$ cat config.mk
export PLATFORM = sky130hd
export DESIGN_NAME = alu16_reg
export DESIGN_NICKNAME = d
export VERILOG_FILES = /design/src/rtl/alu16_pkg.sv /design/src/rtl/alu16_addsub.sv /design/src/rtl/alu16_reg.sv
export SDC_FILE = /design/constraint.sdc
export NUM_CORES = 1
export LEC_CHECK = 0
export CORE_ASPECT_RATIO = 0.7
export CORE_UTILIZATION = 26
export DETAILED_ROUTE_END_ITERATION = 8
export PLACE_DENSITY = 0.42
export SETUP_SLACK_MARGIN = 0.5
export SYNTH_ARGS = -nofsm -noshare
export SYNTH_HDL_FRONTEND = slang
export SYNTH_HIERARCHICAL = 1
export SYNTH_SLANG_ARGS = --single-unit
$ cat constraint.sdc
create_clock -name clk -period 5.2 [get_ports clk]
set_input_delay 1.04 -clock clk [delete_from_list [all_inputs] [get_ports clk]]
set_output_delay 1.04 -clock clk [all_outputs]
set_load 0.005 [all_outputs]
$ cat src/rtl/alu16_pkg.sv
// Shared constants and types for the registered 16-bit ALU.
// Optional ALU16_EXT_FLAGS_EN adds carry-out and overflow outputs.
package alu16_pkg;

  localparam int ALU_WIDTH = 16;

  typedef enum logic [2:0] {
    OP_ADD   = 3'b000,
    OP_SUB   = 3'b001,
    OP_AND   = 3'b010,
    OP_OR    = 3'b011,
    OP_XOR   = 3'b100,
    OP_NOT   = 3'b101,
    OP_NEG   = 3'b110,
    OP_PASSB = 3'b111
  } op_e;

  localparam logic [ALU_WIDTH-1:0] W_RST   = '0;
  localparam logic                 ZER_RST = 1'b1;
  localparam logic                 NEG_RST = 1'b0;
  localparam logic                 EXT_RST = 1'b0;

endpackage

$ cat src/rtl/alu16_addsub.sv
// Combinational add/subtract unit shared by ADD, SUB and NEG.
// cout/ovf ports exist only with ALU16_EXT_FLAGS_EN.
module alu16_addsub
  import alu16_pkg::*;
#(
  parameter int WIDTH = ALU_WIDTH
) (
  input  logic [WIDTH-1:0] a,
  input  logic [WIDTH-1:0] b,
  input  logic             sub,
  input  logic             cin,
`ifdef ALU16_EXT_FLAGS_EN
  output logic             cout,
  output logic             ovf,
`endif
  output logic [WIDTH-1:0] s
);

  logic [WIDTH-1:0] bx;

  assign bx = sub ? ~b : b;

`ifdef ALU16_EXT_FLAGS_EN
  logic [WIDTH:0] t;

  assign t    = {1'b0, a} + {1'b0, bx} + {{WIDTH{1'b0}}, cin};
  assign s    = t[WIDTH-1:0];
  assign cout = t[WIDTH];
  assign ovf  = (a[WIDTH-1] == bx[WIDTH-1])
              & (s[WIDTH-1] != a[WIDTH-1]);
`else
  assign s = a + bx + {{(WIDTH-1){1'b0}}, cin};
`endif

endmodule

$ cat src/rtl/alu16_reg.sv
// Registered 8-op ALU with zero/negative flags, one-cycle latency.
// ALU16_EXT_FLAGS_EN adds registered cout and ovf outputs.
module alu16_reg
  import alu16_pkg::*;
#(
  parameter int WIDTH = ALU_WIDTH
) (
  input  logic             clk,
  input  logic             rst,
  input  logic [2:0]       opc,
  input  logic [WIDTH-1:0] ina,
  input  logic [WIDTH-1:0] inb,
  input  logic             inc,
  output logic [WIDTH-1:0] w,
  output logic             zer,
`ifdef ALU16_EXT_FLAGS_EN
  output logic             cout,
  output logic             ovf,
`endif
  output logic             neg
);

  op_e              op;
  logic [WIDTH-1:0] as_a;
  logic [WIDTH-1:0] as_b;
  logic             as_sub;
  logic             as_cin;
  logic [WIDTH-1:0] as_s;
  logic [WIDTH-1:0] r;

  assign op = op_e'(opc);

  // NEG is computed as 0 - ina on the shared adder
  always_comb begin
    as_a   = ina;
    as_b   = inb;
    as_sub = 1'b0;
    as_cin = inc;
    unique case (1'b1)
      (op == OP_SUB): begin
        as_sub = 1'b1;
        as_cin = ~inc;
      end
      (op == OP_NEG): begin
        as_a   = '0;
        as_b   = ina;
        as_sub = 1'b1;
        as_cin = 1'b1;
      end
      default: ;
    endcase
  end

`ifdef ALU16_EXT_FLAGS_EN
  logic as_cout;
  logic as_ovf;
  logic is_addsub;
  logic is_arith;

  alu16_addsub #(.WIDTH(WIDTH)) u_addsub (
    .a    (as_a),
    .b    (as_b),
    .sub  (as_sub),
    .cin  (as_cin),
    .cout (as_cout),
    .ovf  (as_ovf),
    .s    (as_s)
  );

  assign is_addsub = (op == OP_ADD) | (op == OP_SUB);
  assign is_arith  = is_addsub | (op == OP_NEG);

  always_ff @(posedge clk) begin
    if (rst) begin
      cout <= EXT_RST;
      ovf  <= EXT_RST;
    end else begin
      cout <= is_addsub & as_cout;
      ovf  <= is_arith & as_ovf;
    end
  end
`else
  alu16_addsub #(.WIDTH(WIDTH)) u_addsub (
    .a   (as_a),
    .b   (as_b),
    .sub (as_sub),
    .cin (as_cin),
    .s   (as_s)
  );
`endif

  always_comb begin
    r = '0;
    unique case (1'b1)
      (op == OP_ADD),
      (op == OP_SUB),
      (op == OP_NEG):   r = as_s;
      (op == OP_AND):   r = ina & inb;
      (op == OP_OR):    r = ina | inb;
      (op == OP_XOR):   r = ina ^ inb;
      (op == OP_NOT):   r = ~ina;
      (op == OP_PASSB): r = inb;
      default:          r = '0;
    endcase
  end

  always_ff @(posedge clk) begin
    if (rst) begin
      w   <= W_RST;
      zer <= ZER_RST;
      neg <= NEG_RST;
    end else begin
      w   <= r;
      zer <= (r == '0);
      neg <= r[WIDTH-1];
    end
  end

endmodule

==> summary by stage, run 1 <==
Global routing
The initial antenna violation count is 0. The aggregate global routing overflow is 0. The global-route wire length before repair is 15,860 um. Entering global routing, the biggest net connects 35 pins.

The number of global-route vias before repair is 2,891. In the global route stage, overall resource usage came out at 0.1645.

STA
The worst path needs between 4 and 5 ns of the cycle, external delays included. The pin slew with the least headroom to its limit is 0.8887 ns. The number of endpoints with negative hold slack in the final report is 0.

The total setup violations reported at the end of the flow is 0. The total negative setup slack is 0 ns. The share of the clock period used by the worst path is 0.8517.

The maximum clock frequency is 225.8 MHz. Measured against its own limit, the worst slew margin works out to 0.4054. Setup repair after global routing left no endpoint under its margin. The max-slew violation count is 0.

Final layout
The filler cells instantiated in the layout total about 1,200. The fraction of layout instances using a drive strength above 1 is 0.1319. Excluding fillers, the count of instances in the completed layout stands at 623. The count of inserted antenna diode cells is 0. Compared with the post-synthesis result, the final layout area differs by 29.61%. The net count of the finished layout is between 500 and 600.

Die
The site row count is 32. The placeable core region is 0.01129 mm^2. For this configuration, the core starts out at a cell density of 0.2747.

56 I/O pins were placed. The die is between 100 and 150 um wide. The die covers approximately 0.012 mm^2. Measured along the y axis, the die boundary spans 93.38 um.

Clock network
The number of buffers inserted during clock tree synthesis is 3. The clock tree from TritonCTS is yes. The clock passes through at most 2 buffers. Counting every sink on the clock net gives 17. The CTS root buffer is clkbuf_16. The count of hold buffers inserted by post-cts repair is 0. In this run the number of H-tree levels came out at 1.

Clock-pin slew was measured on the worst setup and hold paths at 0.06 ns.

Yosys
The total nets after synthesis is 506. The cell area after synthesis is 0.003102 mm^2. In the synthesized netlist the async set-or-reset flop fraction comes to 0.

The netlist uses between 50 and 60 different library cells. The synthesis warning total is 6. Counting every instance in the synthesized netlist gives 420. Among all flip-flop cells after synthesis, the most frequent one is dfxtp_1. Synthesis inferred 17 register bits.

The proportion of synthesized chip area in sequential cells is 0.1097. The number of enable flip-flop cells after synthesis is 0. In this run the mean area of a mapped cell was 7.385 um^2.

Detailed routing
The wire length per cell is 16.28 um. Dividing the detail-routed via count by the number of cells gives 5.093. The first routing iteration left 190 violations.

The number of design rule violations left after detail routing is 0. The total number of vias is approximately 3,200. For this block, the routed nets add up to a little over 10,000 um of wire. The antenna violation net count after detailed routing is 0. The first TritonRoute pass finished after 4 iterations.

Worst setup path
Of all nets on the critical path, the largest fanout is 16. The type of element launching the critical path is an input port. The critical path in this run is classified as input port to register. The required arrival time at the worst endpoint is 5.40 ns.

STA classifies the critical path endpoint as a register. STA puts the critical path data arrival time at 4.63 ns.

Power
For this design the static power due to leakage is around 1.8 nW. The power per unit of standard cell area is approximately 210 mW/mm^2. VDD sags by at most 0.0001178 V.

Status
The run finished with clean final reports.

Run
Across the run, the number of max-cap violations was 0.

Placed design
The wire-length estimate of the detail-placed layout is 7985 um. The congestion estimate from routability-driven global placement came to between 0.8 and 0.9. The total of buffers placed on input and output ports is 55. Including well taps, the total number of placed cells is 614.

Worst hold path
The min-delay analysis places its worst path in the category input port to register.
## cells by family after synthesis
group,share of synthesized area
compound gates,0.2828
simple gates,0.1686
buf+inv,0.09964
fa+ha+maj,0.1985
xor+xnor,0.08471
flops,0.1097
mux,0.05607
## critical path, stage by stage
cell and delay (ns):
dlygate4sd2_1 0.30, buf_12 0.18, o21ai_2 0.23, buf_4 0.23, xor2_1 0.17, ha_1 0.32, o21a_1 0.21, o21ai_2 0.15
a31oi_4 0.06, a41oi_4 0.34, a21oi_2 0.09, xor2_1 0.17, nor2b_1 0.14, a311oi_1 0.25, a221o_1 0.25, nand4_1 0.13
nor3_1 0.19, a31o_1 0.15
## synthesized netlist by cell type, drive strengths merged (2+ instances only)
cell type / count / area [um^2]
a211oi: 5 / 37.54
a21o: 4 / 31.28
a21oi: 40 / 204.0
a221o: 15 / 150.1
a221oi: 4 / 35.03
a22o: 2 / 17.52
a22oi: 5 / 37.54
a311oi: 3 / 26.28
a31oi: 3 / 25.02
a32o: 2 / 20.02
and2: 3 / 22.53
buf: 18 / 110.1
clkbuf: 12 / 45.04
dfxtp: 17 / 340.3
fa: 2 / 40.04
ha: 46 / 575.6
inv: 41 / 153.9
mux2: 7 / 78.83
mux2i: 5 / 50.05
mux4: 2 / 45.04
nand2: 40 / 152.6
nand2b: 8 / 50.05
nand3: 3 / 15.01
nand4: 3 / 18.77
nor2: 29 / 108.9
nor2b: 9 / 56.30
nor3: 7 / 35.03
nor4: 2 / 12.51
o2111ai: 2 / 17.52
o21a: 3 / 22.52
o21ai: 33 / 168.9
o2bb2ai: 2 / 17.52
or2: 3 / 18.77
xnor2: 9 / 78.83
xor2: 21 / 183.9
## flip-flops by register name, summed over array words and instances, names as in the netlist
name  flops
zer       1
w        16
## layout by cell type, fill, tap and decap left out, types with 6 or more instances in the layout
master,Yosys,layout
nor2b_1,9,8
a21oi_1,39,35
o21ai_0,28,26
nand2_1,39,39
mux2_2,7,7
ha_1,46,46
inv_1,41,41
nand2b_1,8,7
a221o_1,15,15
dfxtp_1,17,17
nor2_1,29,29
xor2_1,21,21
nor3_1,7,6
buf_4,4,17
xnor2_1,9,8
clkdlybuf4s50_1,0,52
## layout make-up
class / count / area [um^2] / area share
clock buffers: 3 / 75.07 / 0.01867
clock inverters: 1 / 5.005 / 0.001245
inverters: 41 / 153.9 / 0.03828
multi-input cells: 332 / 2526 / 0.6284
flip-flops and latches: 17 / 340.3 / 0.08466
well taps: 153 / 191.4 / 0.04762
repair buffers: 76 / 728.2 / 0.1811
## final timing paths
path,startpoint,end,slack (ns),cells past startpoint
setup / recovery,opc[1],zer$_SDFF_PP1_,0.77,18
hold / removal,opc[1],w[5]$_SDFF_PP0_,1.49,4
## layer usage
layer,GRT usage,vias to the layer above,share of wire
met5,0,-,0
met4,0.02299,0,0.011
met3,0.02656,6,0.046
met2,0.2548,80,0.43
met1,0.2413,1510,0.52
li1,-,1577,-
## power by group
| group | internal, mW | switching [mW] |
|---|---|---|
| clock network | 0.103 | 0.0541 |
| registers | 0.147 | 0.00400 |
| logic | 0.249 | 0.288 |
| total | 0.499 | 0.346 |
## stage by stage
step	total power [mW]	util	instance area [um^2]	hold WS [ns]	setup WS, ns
final	0.8454	0.3561	4020	1.490	0.7713
after global routing	0.9128	0.3561	4020	1.534	0.4683
after CTS	0.8379	0.3500	3951	1.485	0.6350
after detailed placement	0.6686	0.3411	3851	1.745	0.1526
after global placement	0.6679	0.3411	3851	1.742	0.1732
after floorplan	0.4934	-	3133	1.283	0.5187
## timing repair
| item | in CTS | in global routing |
|---|---|---|
| buffers inserted | 2 | 2 |
| resized for setup | 6 | 12 |
| pin swaps | 2 | 10 |
| setup endpoints to repair | 1 | 2 |
| gates cloned | 0 | 1 |
No activity file was read; power rests on OpenSTA's default activity.
==> inputs of run 2 (changes only) <==
--- a/config.mk
+++ b/config.mk
@@ -12,5 +12,4 @@
 export SETUP_SLACK_MARGIN = 0.5
 export SYNTH_ARGS = -nofsm -noshare
 export SYNTH_HDL_FRONTEND = slang
-export SYNTH_HIERARCHICAL = 1
 export SYNTH_SLANG_ARGS = --single-unit
==> constraint.sdc (replaced) <==
create_clock -name clk -period 4.78 [get_ports clk]
set_input_delay 0.956 -clock clk [delete_from_list [all_inputs] [get_ports clk]]
set_output_delay 0.956 -clock clk [all_outputs]
set_load 0.005 [all_outputs]
==> summary by stage, run 2 <==
Worst setup path
The largest fanout on the critical path came to 5 (was 16). The data arrival time of the critical path is 4.33 ns (was 4.63 ns). The largest incremental delay on the critical path is 0.50 ns (was 0.34 ns). Critical-path cell list: dlygate4sd2_1 -> nor3b_4 -> buf_4 -> buf_4 -> nor3_2 -> a21oi_2 -> fa_2 -> fa_2 -> mux4_2 -> o2bb2ai_4 -> nand4_1 -> nor4_2 -> nand4_1 -> nor4_2 -> a41o_1 (was dlygate4sd2_1 -> buf_12 -> o21ai_2 -> buf_4 -> xor2_1 -> ha_1 -> o21a_1 -> o21ai_2 -> a31oi_4 -> a41oi_4 -> a21oi_2 -> xor2_1 -> nor2b_1 -> a311oi_1 -> a221o_1 -> nand4_1 -> nor3_1 -> a31o_1). The required arrival time at the worst endpoint is 4.96 ns (was 5.40 ns). The library cell contributing the largest single delay on the critical path was mux4_2 (was a41oi_4). The buffers plus inverters on the worst setup path came to 3 (unchanged). The sort of element at the end of the critical path is a register (unchanged).

The type of element launching the critical path is an input port (unchanged). The type of the worst setup path is input port to register (unchanged). The gate family responsible for the most delay along the worst path is simple AND/OR/NAND/NOR gates (was compound AO/OA/AOI/OAI gates).

Yosys
The most numerous cell in the Yosys netlist is ha_1 (unchanged). The proportion of synthesized chip area in sequential cells is 0.1107 (was 0.1097). The dominant synthesized flop cell was dfxtp_1 (unchanged). The mean instance size in the synthesized netlist is 7.268 um^2 (was 7.385 um^2). The area share of the leading cell type in the synthesized netlist is 0.1872 (was 0.1856). Leading post-synthesis cells by cell area: ha_1, dfxtp_1, o21ai_0 (was ha_1, dfxtp_1, a21oi_1). The post-synthesis cell type count is 63 (was 56). The count of state elements after synthesis was 17 (unchanged).

The most area-hungry cell type in the Yosys netlist was ha_1 (unchanged). The total nets after synthesis is 509 (was 506). The synthesized instance count is 423 (was 420).

Top cell types by occurrence after synthesis: ha_1, inv_1, nand2_1, nor2_1, o21ai_0 (was ha_1, inv_1, a21oi_1, nand2_1, nor2_1). The synthesis warning total is 0 (was 6). The number of enable flip-flop cells after synthesis was 0 (unchanged). The cell area after synthesis is 0.003074 mm^2 (was 0.003102 mm^2). The share of async-settable or async-resettable flops after synthesis came to 0 (unchanged).

Clock network
The number of levels in the clock H-tree is 1 (unchanged). The number of buffers inserted during clock tree synthesis is 3 (unchanged). The CTS sink count was 17 (unchanged). The CTS root buffer is clkbuf_16 (unchanged). The maximum clock path buffer count is 2 (unchanged). The clock tree from TritonCTS is yes (unchanged). The clock-pin slew reported for the worst setup and hold paths after clock tree synthesis is 0.05 ns (was 0.06 ns).

Final layout
The most frequent standard cell in the layout excluding fill and tap cells is clkdlybuf4s50_1 (unchanged). The relative area change from synthesis to final layout is 38.14% (was 29.61%). The cell area after layout is 0.004247 mm^2 (was 0.004020 mm^2). The post-layout instance count excluding filler cells is 658 (was 623). The flip-flop count of the largest register, all copies and words added was 16 (unchanged). The largest register by flop count is w (unchanged). Largest regs: w (16), zer (1) (unchanged). The count of inserted antenna diode cells is 0 (unchanged).

Most frequent cells in the layout: clkdlybuf4s50_1, buf_4, ha_1, inv_1 (was clkdlybuf4s50_1, ha_1, inv_1, nand2_1, a21oi_1). The fraction of layout instances using a drive strength above 1 was 0.1545 (was 0.1319). The final core utilization is 0.3774 (was 0.3561).

The net count reported at finish was 592 (was 557).

Global routing
The number of global-route vias before repair was 3,162 (was 2,891). The global-route wire length before repair was 17,130 um (was 15,860 um). The aggregate global routing overflow came to 0 (unchanged). The initial antenna violation count is 0 (unchanged). The total routing usage reported by global routing is 0.1765 (was 0.1645).

The largest net degree at the start of global routing was 38 (was 35).

Detailed routing
The violation count after the first detailed-route iteration is 140 (was 190). The antenna violation net count after detailed routing is 0 (unchanged). The number of vias per cell is 4.942 (was 5.093). The total number of vias is 3,252 (was 3,173). The number of detailed-route iterations in the first pass is 4 (unchanged). The wire length per cell was 16.05 um (was 16.28 um). The wire length reported by the detailed router is 10,560 um (was 10,150 um). The number of design rule violations left after detail routing came to 0 (unchanged).

Die
The number of primary I/O pins is 56 (unchanged). The site row count is 32 (unchanged). The placeable core region is 0.01125 mm^2 (was 0.01129 mm^2). The die area is 0.01227 mm^2 (was 0.01238 mm^2). The vertical die dimension is 92.98 um (was 93.38 um). The width of the die is 132.0 um (was 132.5 um). The starting utilization of the core area came to 0.2732 (was 0.2747).

Power
The net switching component of the power came to 334.5 uW (was 346.2 uW). The internal power component is 542.4 uW (was 499.1 uW). The leakage power of the design is 1.922 nW (was 1.812 nW). The clock share of power is 0.181 (was 0.186). The largest voltage drop on the vdd net was 0.0001382 V (was 0.0001178 V). The fraction of power spent switching nets was 0.3814 (was 0.4096). The power per unit of standard cell area came to 206.5 mW/mm^2 (was 210.3 mW/mm^2). The portion of total power attributed to sequential cells was 0.186 (was 0.178). The part of the power in combinational logic came to 0.634 (was 0.636).

Placed design
The global placement routability congestion is 0.8786 (was 0.8795). The total cell area at the placement stage is 0.004013 mm^2 (was 0.003851 mm^2). The total of buffers placed on input and output ports is 55 (unchanged). The number of placed cells counting well taps is 648 (was 614). The estimated wirelength of the detail-placed design is 8272 um (was 7985 um). The worst setup slack after placement is -0.05168 ns (was 0.1526 ns).

STA
The max-slew violation count is 0 (unchanged). Of the available clock period, the critical path in the final layout requires 0.8686. The final hold slack came to 1.617 ns (was 1.490 ns). The smallest setup slack after layout is 0.6282 ns (was 0.7713 ns).

The total setup violations reported at the end of the flow is 0 (unchanged). The number of endpoints with negative hold slack in the final report is 0 (unchanged). Setup repair after global routing missed its margin: false (unchanged). Timing would allow up to 240.9 MHz. The final critical-path required period is 4.152 ns. The headroom to the max-slew limit is 0.4701 (was 0.4054). The pin slew with the least headroom to its limit was 0.7920 ns (was 0.8887 ns).

Run
The number of max-cap violations came to 0 (unchanged).

Worst hold path
The kind of path behind the tightest hold check is input port to register (unchanged).

Status
Run status: finished, final reports clean (unchanged).
[run 2: cell types whose count changed after synthesis, moves of 4 or more]
cell / delta
a211oi_1: -4
mux2_2: -6
o211ai_1: +4
xor2_1: -17
o22ai_1: +4
nor2_1: +9
buf_2: -6
a21oi_1: -11
nand4_1: +6
xnor2_1: +6
o21ai_0: +10
mux2i_1: +11
a21o_1: +4
a221o_1: -15
[run 2: final cells by class]
cell class / instances / area (um^2)
fill: 1189 / 7004
sequential: 17 / 340.3
inverter: 41 / 155.1
clock buffer: 4 / 78.83
tap: 153 / 191.4
timing repair buffer: 104 / 925.9
multi-input combinational: 339 / 2555
[run 2: routing by layer]
layer	part of all wire	track usage	vias to the layer above
met3	0.060	0.01897	4
met2	0.38	0.2579	90
met1	0.55	0.2758	1483
li1	-	-	1675
met5	0	0	-
met4	0.0070	0.02616	0
[run 2: kinds of logic after synthesis]
family | count (synthesis) | share of synthesized area
multiplexers | 18 | 0.06308
XOR/XNOR | 19 | 0.05413
AO/OA/AOI/OAI | 129 | 0.2829
flip-flops | 17 | 0.1107
adder cells (fa/ha/maj) | 48 | 0.2002
AND/OR/NAND/NOR | 125 | 0.1974
buffers and inverters | 67 | 0.09157
[run 2: path summary, 6_finish.rpt]
path / to / cells after the start / start / slack [ns]
max: zer$_SDFF_PP1_ / 15 / opc[1] / 0.63
min: w[9]$_SDFF_PP0_ / 5 / opc[1] / 1.62
[run 2: timing repair]
item / in CTS / in global routing
endpoints found under the setup margin: 6 / 1
gates cloned: 0 / 0
setup buffers: 4 / 2
gates resized for setup: 25 / 1
pin swaps: 12 / 4
hold buffers: 0 / 0
[run 2: per-stage QoR]
stage	power, mW	setup TNS (ns)
3_5_place_dp	0.6884	-0.05168
6_report	0.8768	0
3_3_place_gp	0.6869	0
4_1_cts	0.8743	0
2_1_floorplan	0.4671	0
5_1_grt	0.9469	0
[run 2: power by group through the flow]
stage	logic [mW]	registers, mW	clock network (mW)
global placement	0.521	0.166	0
finish	0.556	0.163	0.159
global route	0.614	0.164	0.169
CTS	0.550	0.163	0.161
detailed placement	0.523	0.166	0
floorplan	0.299	0.168	0
==> inputs of run 3 (changes only) <==
==> constraint.sdc (replaced) <==
create_clock -name clk -period 4.78 [get_ports clk]
set_input_delay 0.956 -clock clk [delete_from_list [all_inputs] [get_ports clk]]
set_output_delay 0.956 -clock clk [all_outputs]
set_load 0.01 [all_outputs]
==> results of run 3 <==
The final DEF is identical to that of run 2. Status: finished, final reports clean.
Among the figures that moved: total power 0.8768 mW -> 0.8839 mW; worst IR drop on VDD 0.0001382 V -> 0.0001403 V
==> patch: new RTL, flow settings as in run 2 <==
Remove the register `neg`: a continuous assignment takes its place, so the output `neg` follows one clock earlier.
--- a/src/rtl/alu16_reg.sv
+++ b/src/rtl/alu16_reg.sv
@@ -108,13 +108,13 @@
     if (rst) begin
       w   <= W_RST;
       zer <= ZER_RST;
-      neg <= NEG_RST;
     end else begin
       w   <= r;
       zer <= (r == '0);
-      neg <= r[WIDTH-1];
     end
   end
 
+  assign neg = r[WIDTH-1];
+
 endmodule
 
Check against the original RTL: not equivalent (Yosys sat finds a counterexample within 4 cycles, from zero or initial values and one cycle with rst high).
==> patch against run 2 <==
First-iteration DRC count is 7.1% higher; sequential cell count stayed put; worst setup slack worse by 0.42 ns; final area is 14% higher; routed wire length is 2.7% lower; area after synthesis is 1.8% lower; power is 12% higher.
==> patch: results <==
set metrics [dict create \
    syn_nets 491 \
    hold_depth 4 \
    grt_pass1_vias 3239 \
    max_stage_delay_ns 0.37 \
    final_cells 709 \
    grt_pass1_wl_um 16020 \
    place_congestion 0.8084 \
    placed_cell_area_um2 4403 \
    layout-drive-gt1-share_pct 29.86 \
    grt_max_degree 27 \
    switchingPower_uw 353.4 \
    drt-total-wl_um 10280 \
    peakVddDrop_mv 0.1053 \
    seq_area_frac_synth_pct 11.27 \
    synth_area_leaders "ha_1, dfxtp_1, nor2_1, xnor2_1, a21oi_1" \
    slowest_stage "fa_2" \
    max-slew-margin-rel_pct 40.40 \
    status "completed" \
    cp_max_fo 3 \
    yosys-top-cells-count "nor2_1, ha_1, inv_1, a21oi_1, nand2_1" \
    via_per_inst 4.828 \
    p_leak_nw 2.254 \
    cp_top_family "compound AO/OA/AOI/OAI gates" \
    dp.cells 681 \
    nFillCells 1129 \
    grt_util_all_layers_pct 17.05 \
    worstHoldEndpoint "w[0]$_SDFF_PP0_" \
    initialDrtViolationCount 150 \
]
[patch: cell types whose count changed after synthesis, sizes merged, moves of 5 or more]
| cell | run 2 | this run |
|---|---|---|
| nand4 | 9 | 2 |
| nand2 | 38 | 25 |
| xnor2 | 15 | 23 |
| a211oi | 1 | 6 |
| o21ai | 39 | 19 |
| nor2 | 39 | 64 |
[patch: metrics by stage]
| stage | utilization (%) | setup slack (ns) | hold slack (ns) |
|---|---|---|---|
| 3_3_place_gp | 39.42 | -0.5326 | 1.657 |
| 6_report | 43.43 | 0.2104 | 1.327 |
| 4_1_cts | 41.43 | 0.09684 | 1.328 |
| 2_1_floorplan | - | 0.02667 | 1.028 |
| 5_1_grt | 43.43 | 0.04628 | 1.350 |
| 3_5_place_dp | 39.42 | -0.6054 | 1.659 |
[patch: what timing repair did]
item	CTS	global route
setup endpoints to repair	7	5
pin swaps	20	25
buffers inserted	13	11
resized for setup	33	30
endpoints found under the hold margin	0	0
[patch: how the worst max path moves through the flow]
stage                     startpoint  endpoint  slack [ns]  depth (start not counted)
final                         opc[2]       neg        0.21                         15
after global routing          opc[0]       neg        0.05                         16
after CTS                     opc[2]       neg         0.1                         15
after detailed placement      opc[1]       neg       -0.61                         15
after global placement        opc[0]       neg       -0.53                         15
after floorplan               opc[2]       neg        0.03                         16
[patch: layer usage]
layer  part of all wire (%)  global-route usage [%]  vias up
li1                       -                       -     1736
met1                     46                   22.85     1603
met2                     47                   29.28       76
met3                    6.3                   2.334        8
met4                   0.87                   2.395        0
met5                      0                       0        -
[patch: power by group through the flow]
| stage | clock, mW | combinational (mW) | sequential [mW] |
|---|---|---|---|
| 6_report | 0.162 | 0.657 | 0.163 |
| 5_1_grt | 0.172 | 0.720 | 0.165 |
| 4_1_cts | 0.168 | 0.610 | 0.164 |
| 3_5_place_dp | 0 | 0.576 | 0.166 |
| 3_3_place_gp | 0 | 0.572 | 0.166 |
| 2_1_floorplan | 0 | 0.307 | 0.169 |
[patch: kinds of logic (layout without fill, tap and decap cells)]
| logic type | count (synthesis) | in the layout | share of synthesized area (%) |
|---|---|---|---|
| xor+xnor | 26 | 26 | 7.543 |
| buf+inv | 59 | 210 | 7.998 |
| compound gates | 109 | 109 | 25.98 |
| simple gates | 128 | 128 | 20.31 |
| mux | 18 | 18 | 6.506 |
| fa+ha+maj | 48 | 48 | 20.39 |
| flops | 17 | 17 | 11.27 |
[patch: cell type report]
cell class              count  area [µm²]  share of cell area [%]
inverters                  36       137.6                   2.837
well taps                 153       191.4                   3.946
repair buffers            170        1478                   30.46
flip-flops and latches     17       340.3                   7.016
clock buffers               4       78.83                   1.625
multi-input cells         329        2625                   54.11
